[src/rtl/twiddle_ctrl.sv]
// Twiddle sequencer for one MDC FFT stage: pair index -> ROM exponent + multiply/bypass select.
// Latency 1 cycle, all outputs registered; no backpressure, a pair is accepted on every in_valid.
// Optional macro TWC_TRIVIAL_BYPASS_EN bypasses the multiplier whenever the exponent is 0.
module twiddle_ctrl #(
  parameter int N      = 32,
  parameter int STAGE  = 0,
  parameter int ADDR_W = 4
) (
  input  logic              clk,
  input  logic              rst,
  input  logic              in_valid,
  input  logic              in_sof,
  output logic              out_valid,
  output logic              out_sof,
  output logic              out_eof,
  output logic [ADDR_W-1:0] rom_addr,
  output logic              mul_mode,
  output logic [7:0]        frame_cnt,
  output logic              sync_err
);

  localparam int HALF = N / 2;
  localparam int G    = N >> (STAGE + 1);
  localparam logic [ADDR_W-1:0] GRP_MASK = ADDR_W'(G - 1);
  localparam logic [ADDR_W-1:0] LAST_IDX = ADDR_W'(HALF - 1);

  logic [ADDR_W-1:0] k;
  logic [ADDR_W-1:0] idx;
  logic [ADDR_W-1:0] expo;

  // G is a power of two, so idx mod G is a mask; k wraps naturally at N/2 = 2^ADDR_W.
  always_comb begin
    idx  = in_sof ? '0 : k;
    expo = (idx & GRP_MASK) << STAGE;
  end

  always_ff @(posedge clk) begin
    if (rst) begin
      k         <= '0;
      out_valid <= 1'b0;
      out_sof   <= 1'b0;
      out_eof   <= 1'b0;
      rom_addr  <= '0;
      mul_mode  <= 1'b1;
      frame_cnt <= 8'd0;
      sync_err  <= 1'b0;
    end else begin
      out_valid <= in_valid;
      out_sof   <= in_valid && (idx == '0);
      out_eof   <= in_valid && (idx == LAST_IDX);
      if (in_valid) begin
        k        <= idx + 1'b1;
        rom_addr <= expo;
`ifdef TWC_TRIVIAL_BYPASS_EN
        mul_mode <= (expo == '0);
`else
        mul_mode <= 1'b0;
`endif
        if (idx == LAST_IDX)
          frame_cnt <= frame_cnt + 8'd1;
        // A frame start that lands on a wrap boundary is legitimate, not an error.
        if (in_sof && (k != '0))
          sync_err <= 1'b1;
      end
    end
  end

endmodule
[config.mk]
export PLATFORM = sky130hd
export DESIGN_NAME = twiddle_ctrl
export DESIGN_NICKNAME = d
export VERILOG_FILES = /design/src/rtl/twiddle_ctrl.sv
export SDC_FILE = /design/constraint.sdc
export NUM_CORES = 1
export LEC_CHECK = 0
export CAP_MARGIN = 5
export CELL_PAD_IN_SITES_DETAIL_PLACEMENT = 0
export CELL_PAD_IN_SITES_GLOBAL_PLACEMENT = 1
export CORE_AREA = 2 2 57 59
export DETAILED_ROUTE_END_ITERATION = 7
export DIE_AREA = 0 0 59 61
export HOLD_SLACK_MARGIN = 0.03
export MAX_ROUTING_LAYER = met4
export PLACE_DENSITY = 0.73
export SLEW_MARGIN = 0
export SYNTH_ARGS = -nofsm -noshare
export SYNTH_HDL_FRONTEND = slang
export SYNTH_SLANG_ARGS = --single-unit
[constraint.sdc]
create_clock -name clk -period 1.6 [get_ports clk]
set_clock_uncertainty 0.2 [all_clocks]
set_input_delay 0.32 -clock clk [delete_from_list [all_inputs] [get_ports clk]]
set_output_delay 0.32 -clock clk [all_outputs]
set_load 0.02 [all_outputs]
==> results by group, run 1 <==
STA
  • Hold Slack: 0.267 ns
  • Final worst path period share: 0.991
  • Final setup margin: 0.0141 ns
  • Max Fclk: 0.631 GHz
  • Final max-slew violation count: 0
  • RSZ-0062 raised after global routing: yes
  • Fin. Hold Viols: 0
  • Worst rel slew slack: 0.856
  • Setup TNS: 0 ns
  • Actual transition at the worst max-transition pin: 0.215 ns
  • # setup viols final: 0
  • Min cycle time layout: 1.59 ns

Detailed routing
  • Detailed-route DRC error count: 0
  • Final ANT Viol Nets: 0
  • Drt via density: 5.09
  • DR WL/cell: 12.3 microns
  • DR vias: 865
  • WL final: 2.09 mm
  • Drt first pass iters: 4
  • Initial DRC Count: 29

Global routing
  • Largest net degree at the start of global routing: 15
  • First-pass GRT wire length: 3.65 mm
  • Global-route met3 utilization: 0.0213
  • Met2 usage: 0.211
  • Most Crowded Layer GR: met2
  • Grt ovf: 0
  • Tot GR Track Use: 0.137
  • M1 GR Usage: 0.181
  • Vias in the first global route: 829
  • Initial antenna violation count: 0

Die
  • # IOs: 21
  • Core region area: 0.00295 sq mm
  • Die Y: 61 microns
  • Die width: 59 microns
  • DIE AREA: 0.00360 sq mm
  • Initial Utilization: 0.311
  • Row count: 20

Cells and area
  • Fin area: 0.00131 sq mm
  • Proportion of layout cells with a drive suffix above 1: 0.270
  • Syn-to-layout area delta: 42.1%
  • Number of diodes: 0
  • Most common cell after layout, fill and taps aside: buf_4
  • Post-layout instance count excluding filler cells: 170
  • Most frequent cells in the layout: buf_4 (18), dfxtp_1 (16), dlygate4sd2_1 (14)
  • Fillers: 318
  • Multi-input logic area: 494 sq um
  • Final core utilization: 0.442
  • Sequential Area: 432 sq um
  • Fin nets: 144

Critical path
  • CP max FO: 5
  • CP required: 1.63 ns
  • CP Class: reg2reg
  • Startpoint types: flop
  • Setup crit end kind: flop
  • CP Data Arrival Time: 1.61 ns

Place
  • Port buffer count: 20
  • Dpl hpwl: 1.54 mm
  • DP Area: 0.00126 sq mm
  • Worst slack at placement: -0.388 ns
  • Placer Congestion: 0.821
  • Cell count after placement: 165

Clock tree
  • Clk root buf: clkbuf_4
  • CTS Hold Bufs: 0
  • Worst skew pair latency: 0.30 ns
  • TritonCTS clock tree: done
  • H-tree levels: 1
  • Total CTS buffers: 3
  • Bufs on Longest Clock Path: 2
  • Clock transition at path regs: 0.11 ns
  • Sinks on Clock Net: 21

Yosys
  • Syn nets: 107
  • Netlist cell types: 35
  • Share of the synthesized area in the top cell type: 0.458
  • Seq cells post-synth: 21
  • Mapped Cells: 101
  • Sequential share of the synthesized area: 0.458
  • Post-Syn Area: 918 sq um
  • Area leader, netlist: dfxtp_1
  • Most area-consuming cells after synthesis: dfxtp_1 (46%), a21oi_1 (5.4%), nand2_1 (3.7%)
  • Synth warn: 0
  • Post-Syn Area per Cell: 9.09 sq um

Power and ir drop
  • P_leak: 0.549 nW
  • Clock share of power: 0.284
  • Maximum VDD drop: 0.352 mV
  • Logic pwr share: 0.105
  • Reg power frac: 0.611
  • Cell area power density: 674 mW/mm^2
  • Switching Fraction: 0.235
  • Total power: 0.879 mW
  • Switch Pwr: 0.207 mW
  • Int Power: 0.672 mW

Job
  • MaxCap Viol Count: 0

Worst hold path
  • Hold crit path type: reg2reg

Outcome
  • Status: complete, no violations
registers in the layout, summed over array words and instances (netlist names):
register	cells
rom_addr	4
out_sof	1
frame_cnt	8
k	4
mul_mode	1
out_valid	1
out_eof	1
sync_err	1
Yosys cell counts (all sizes together):
master / n
dfxtp: 21
a21oi: 10
nand2: 9
nor2: 9
buf: 4
nor2b: 4
mux2: 3
nand4: 3
o21ai: 3
or4: 3
clkbuf: 2
ha: 2
nand4b: 2
nor3: 2
nor4: 2
o31ai: 2
or2b: 2
or3: 2
a211oi: 1
a21boi: 1
a21o: 1
a2bb2oi: 1
a311oi: 1
a31oi: 1
and3: 1
and4b: 1
inv: 1
mux2i: 1
nand2b: 1
nand3: 1
nand3b: 1
o211a: 1
o21bai: 1
or2: 1
worst paths after layout:
check               startpoint            to  slack (ns)  cells after the start
setup / recovery  frame_cnt[0]  frame_cnt[2]        0.01                      5
hold / removal     rom_addr[1]   rom_addr[1]        0.27                      2
setup reg to reg  frame_cnt[0]  frame_cnt[2]        0.01                      5
hold reg to reg    rom_addr[1]   rom_addr[1]        0.27                      2
worst max-delay path, stage by stage, from the launching register on:
cell	delay (ns)
dfxtp_4	0.40
ha_4	0.12
nand4b_1	0.18
buf_4	0.20
or3_1	0.30
a21oi_1	0.12
per-layer routing:
metal | vias to the layer above | part of all wire
met3 | 0 | 0.039
met2 | 14 | 0.47
li1 | 441 | -
met5 | - | 0
met4 | 0 | 0
met1 | 410 | 0.49
cells by family (layout without fill, tap and decap cells):
kind of cell,count (synthesis),after routing,synth area share
and+or+nand+nor,44,44,0.271
AOI/OAI and AO/OA,23,23,0.157
DFF,21,21,0.458
buffers and inverters,7,43,0.0395
muxes,4,4,0.0477
adders and majority gates,2,2,0.0272
power groups by stage:
stage | Combinational [mW] | Clock (mW) | Sequential, mW
finish | 0.0924 | 0.250 | 0.537
CTS | 0.0933 | 0.268 | 0.538
detailed placement | 0.0992 | 0 | 0.550
global route | 0.104 | 0.289 | 0.539
floorplan | 0.0357 | 0 | 0.561
global placement | 0.0986 | 0 | 0.550
what timing repair did:
| action | in CTS | in global routing |
|---|---|---|
| gates resized for setup | 22 | 14 |
| setup buffers | 1 | 0 |
| pin swaps | 3 | 2 |
| endpoints found under the setup margin | 22 | 15 |
cell type report:
| cell class | count | area share |
|---|---|---|
| Multi-Input combinational cell | 73 | 0.379 |
| Clock buffer | 4 | 0.0201 |
| Inverter | 1 | 0.00288 |
| Tap cell | 33 | 0.0316 |
| Sequential cell | 21 | 0.331 |
| Timing Repair Buffer | 38 | 0.236 |
(Power assumes the default switching activity.)
==> inputs of run 2 (changes only) <==
--- a/config.mk
+++ b/config.mk
@@ -14,6 +14,7 @@
 export HOLD_SLACK_MARGIN = 0.03
 export MAX_ROUTING_LAYER = met4
 export PLACE_DENSITY = 0.73
+export REMOVE_ABC_BUFFERS = 1
 export SLEW_MARGIN = 0
 export SYNTH_ARGS = -nofsm -noshare
 export SYNTH_HDL_FRONTEND = slang
==> results by group, run 2 (synthesis gave the netlist of run 1 again) <==
Global routing
  • Grt ovf: 0 (unchanged)
  • Tot GR Track Use: 0.146 (+0.00906)
  • Vias in the first global route: 932 (+12%)
  • First-pass GRT wire length: 3.91 mm (+7.2%)
  • Largest net degree at the start of global routing: 12 (-3)
  • Initial antenna violation count: 0 (unchanged)

Detailed routing
  • DR vias: 894 (+3.4%)
  • WL met3: 79 microns (-2.5%)
  • DR WL/cell: 12.7 microns (+3.4%)
  • Detailed-route DRC error count: 0 (unchanged)
  • Met1 wire length: 981 microns (-4.0%)
  • Drt via density: 5.11 (+0.40%)
  • Top Layer Used: met3
  • Initial DRC Count: 19 (-34%)
  • WL final: 2.22 mm (+6.5%)
  • Final ANT Viol Nets: 0 (unchanged)
  • Met2 WL: 1.16 mm (+18%)
  • Drt first pass iters: 4 (unchanged)

Die
  • # IOs: 21 (unchanged)
  • Die width: 59 microns (unchanged)
  • Row count: 20 (unchanged)
  • Core region area: 0.00295 sq mm (unchanged)
  • Die Y: 61 microns (unchanged)
  • DIE AREA: 0.00360 sq mm (unchanged)
  • Initial Utilization: 0.311 (unchanged)

Clock tree
  • Worst skew pair latency: 0.30 ns (about the same)
  • Bufs on Longest Clock Path: 2 (unchanged)
  • Sinks on Clock Net: 21 (unchanged)
  • Clock transition at path regs: 0.11 ns (about the same)
  • H-tree levels: 1 (unchanged)
  • Clk root buf: clkbuf_4
  • CTS Hold Bufs: 0 (unchanged)
  • TritonCTS clock tree: done
  • Total CTS buffers: 3 (unchanged)

Place
  • Placer Congestion: 0.856 (+4.3%)
  • Port buffer count: 20 (unchanged)
  • Dpl hpwl: 1.61 mm (+4.4%)
  • Cell count after placement: 169 (+2.4%)
  • DP Area: 0.00128 sq mm (+2.2%)
  • Worst slack at placement: -0.429 ns (-0.0408 ns)

Worst hold path
  • Hold path start: rom_addr[3]
  • Hold path endpoint: rom_addr[3]
  • Hold crit path type: reg2reg
  • Number of cells on the worst hold path: 2 (unchanged)

Cells and area
  • Largest register FFs: 8 (unchanged)
  • Most common cell after layout, fill and taps aside: buf_4
  • Top Registers: frame_cnt (8), k (4), rom_addr (4)
  • Post-layout instance count excluding filler cells: 175 (+2.9%)
  • Fin nets: 149 (+3.5%)
  • Syn-to-layout area delta: 46.6%
  • Most frequent cells in the layout: buf_4 (23), dfxtp_1 (17), dlygate4sd2_1 (14)
  • Final core utilization: 0.456 (+0.0140)
  • Proportion of layout cells with a drive suffix above 1: 0.324 (+0.0539)
  • Number of diodes: 0 (unchanged)
  • Fin area: 0.00135 sq mm (+3.2%)
  • Largest register by flop count: frame_cnt

STA
  • Fin. Hold Viols: 0 (unchanged)
  • Final setup margin: 0.0518 ns (+0.0377 ns)
  • # setup viols final: 0 (unchanged)
  • Min cycle time layout: 1.55 ns (-0.0377 ns)
  • Final max-slew violation count: 0 (unchanged)
  • Max Fclk: 0.646 GHz (+2.4%)
  • Worst rel slew slack: 0.805 (-0.0504)
  • Final worst path period share: 0.968 (-0.0236)
  • Actual transition at the worst max-transition pin: 0.289 ns (+0.0749 ns)
  • RSZ-0062 raised after global routing: yes

Critical path
  • Startpoint types: flop
  • Critical path's slowest cell: dfxtp_1
  • Setup crit end kind: primary output
  • Reg-to-reg setup timing slack: 0.06 ns (+0.05 ns)
  • Crit Reg-Reg Endpoint: frame_cnt[6]
  • Critical path depth: 1 (-4)
  • CP required: 1.08 ns (-0.55 ns)
  • CP max FO: 2 (-3)
  • Top delay family on crit path: flip-flops
  • Worst reg2reg path depth: 4 (-1)
  • CP Data Arrival Time: 1.03 ns (-0.58 ns)
  • CP bufs+invs: 1 (unchanged)
  • Cell Chain, Critical Path: dlygate4sd2_1
  • CP Class: reg2out
  • Max incr delay on CP: 0.38 ns (-0.02 ns)
  • Worst r2r src: frame_cnt[0]

Job
  • MaxCap Viol Count: 0 (unchanged)

Power and ir drop
  • P_leak: 0.582 nW (+6.0%)
  • Cell area power density: 668 mW/mm^2 (-0.81%)
  • Maximum VDD drop: 0.312 mV (-11%)
  • Total power: 0.900 mW (+2.3%)

Outcome
  • Status: complete, no violations
## run 2: cell types whose count changed in the layout (fill, tap and decap cells not counted), sizes merged
cell,delta
clkbuf,+1
buf,+5
clkdlybuf4s15,-1
## run 2: final cells by class
type | count | area (sq um)
clock buffer | 4 | 26.3
tap | 33 | 41.3
multi-input combinational | 73 | 508
timing repair buffer | 43 | 342
inverter | 1 | 3.75
fill | 302 | 1610
sequential | 21 | 425
## run 2: through the flow
step | TNS, ns | hold WS (ns)
after floorplan | -0.181 | 0.189
after global placement | -4.61 | 0.247
after detailed placement | -4.80 | 0.248
after CTS | 0 | 0.272
after global routing | -0.0649 | 0.309
final | 0 | 0.271
## run 2: power breakdown
part / internal, mW / switching [mW] / total (mW)
registers: 0.533 / 0.00760 / 0.541
logic: 0.0534 / 0.0516 / 0.105
clock network: 0.0971 / 0.157 / 0.254
## run 2: layer usage
| metal | global-route usage | vias up |
|---|---|---|
| met5 | - | - |
| met4 | 0.0552 | 0 |
| met3 | 0.0235 | 0 |
| met2 | 0.257 | 18 |
| met1 | 0.165 | 428 |
| li1 | - | 448 |
## run 2: worst max-delay path by stage
stage / from / endpoint / slack (ns)
after floorplan: frame_cnt[0] / frame_cnt[6] / -0.08
after global placement: in_sof / frame_cnt[7] / -0.41
after detailed placement: in_sof / frame_cnt[5] / -0.43
after CTS: frame_cnt[0] / frame_cnt[0] / 0.003
after global routing: frame_cnt[0] / frame_cnt[6] / -0.05
final: sync_err / sync_err / 0.05
## run 2: timing repair
action,in CTS,in global routing
hold endpoints to repair,0,0
pin swaps,2,7
resized for setup,27,13
setup buffers,2,0
endpoints found under the setup margin,23,12
gates cloned,0,0
==> patch: new RTL, config.mk and constraints of run 1 <==
The option `TWC_TRIVIAL_BYPASS_EN` is turned on by a define.
--- a/src/rtl/twiddle_ctrl.sv
+++ b/src/rtl/twiddle_ctrl.sv
@@ -3,2 +3,4 @@
 // Optional macro TWC_TRIVIAL_BYPASS_EN bypasses the multiplier whenever the exponent is 0.
+`define TWC_TRIVIAL_BYPASS_EN
+
 module twiddle_ctrl #(
Check against the original RTL: not equivalent (Yosys sat finds a counterexample within 4 cycles, from zero or initial values and one cycle with rst high).
==> patch against run 1 <==
  * Clock power grew 2%
  * Critical endpoint is now frame_cnt[4]
  * Global-route usage shrank 0.43 points
  * Largest cell class unchanged
  * Sequential share of layout area grew 0.063 points
  * Sequential cell count is the same
  * Wire length grew 0.57%
  * Register-to-register slack gained 0.06 ns
  * Cell area shrank 0.48%
  * Core utilization shrank 0.21 points
  * Area after synthesis grew 0.95%
  * Worst setup slack gained 0.032 ns
  * Total power shrank 0.29%
  * Fmax grew 2.1%
  * Combinational power shrank 7.4%
==> patch: results <==
export IMPL_grt_use_total_pct=13.2
export IMPL_max_slew_margin_rel_pct=78.6
export IMPL_nets=143
export IMPL_route_met3_wl_um=112
export IMPL_power_leakage_nw=0.579
export IMPL_drive_above_1_share_pct=24.1
export IMPL_placed_cells=163
export IMPL_gr_usage_met2_pct=21.0
export IMPL_yosysUniqueCellTypes=31
export IMPL_synthMuxAreaShare_pct=2.43
export IMPL_crit_slowest_cell="dfxtp_1"
export IMPL_drtIter0Drc=15
export IMPL_n_fill_cell=310
export IMPL_synth_compound_gate_area_share_pct=17.5
export IMPL_dpl_cell_area_um2=1240
export IMPL_status="completed"
export IMPL_drtPass1Iterations=4
export IMPL_met3_usage_pct=2.35
export IMPL_grt_pass1_wl_um=3550
export IMPL_slowest_delay_ns=0.45
export IMPL_hpwl_um=1580
export IMPL_wl_met2_um=996
export IMPL_ys_top_cells_by_area="dfxtp_1 45%, a21oi_1 6.5%, nor2_1 4.0%"
export IMPL_grt_max_degree=14
export IMPL_ys_seq_area_share_pct=45.3
export IMPL_met1_length_um=985
export IMPL_synthCells=102
export IMPL_antenna_found_initial=0
export IMPL_post_cts_setup_buffers=0
export IMPL_viasPerCell=5.24
export IMPL_critical_path_arrival_ns=1.03
export IMPL_synth_commonest_cells="21 x dfxtp_1, 12 x a21oi_1, 10 x nor2_1, 9 x nand2_1"
export IMPL_n_antenna_cell=0
export IMPL_wire_per_inst_um=12.4
export IMPL_peakVddDrop_uv=344
export IMPL_critPathMaxFanout=6
export IMPL_pre_cts_ws_ns=-0.371
export IMPL_place_gp_congestion=0.798
export IMPL_grt_pass1_vias=805
export IMPL_synth_fa_ha_area_share_pct=1.35
export IMPL_cts_resized=24
export IMPL_use_met1_pct=16.9
export IMPL_top_layer_used="met4"
export IMPL_cp_top_family="flip-flops"
export IMPL_numCtsBuffers=3
patch: cell types whose count changed in the layout (fill, tap and decap cells not counted), moves of 2 or more:
cell and change:
or2b_1 -2, nand4b_1 -2, mux2_2 -3, a21oi_1 +2, clkdlybuf4s15_2 +2, nand3_1 +2
mux2_1 +2
patch: path summary, 6_finish.rpt:
kind              slack, ns    startpoint            to  depth (start not counted)
setup / recovery       0.05  frame_cnt[4]  frame_cnt[4]                          1
hold / removal         0.27   rom_addr[0]   rom_addr[0]                          2
setup reg to reg       0.07  frame_cnt[3]  frame_cnt[4]                          4
hold reg to reg        0.27   rom_addr[0]   rom_addr[0]                          2
patch: final cells by class:
cell class,instances,area [µm²],area share (%)
Tap cell,33,41.3,3.18
Timing Repair Buffer,37,312,24.0
Inverter,2,7.51,0.578
Sequential cell,21,430,33.1
Multi-Input combinational cell,73,482,37.1
Clock buffer,4,26.3,2.02
patch: power by group:
part / internal, mW / switching, mW
combinational: 0.0375 / 0.0481
clock: 0.0969 / 0.159
sequential: 0.529 / 0.00560
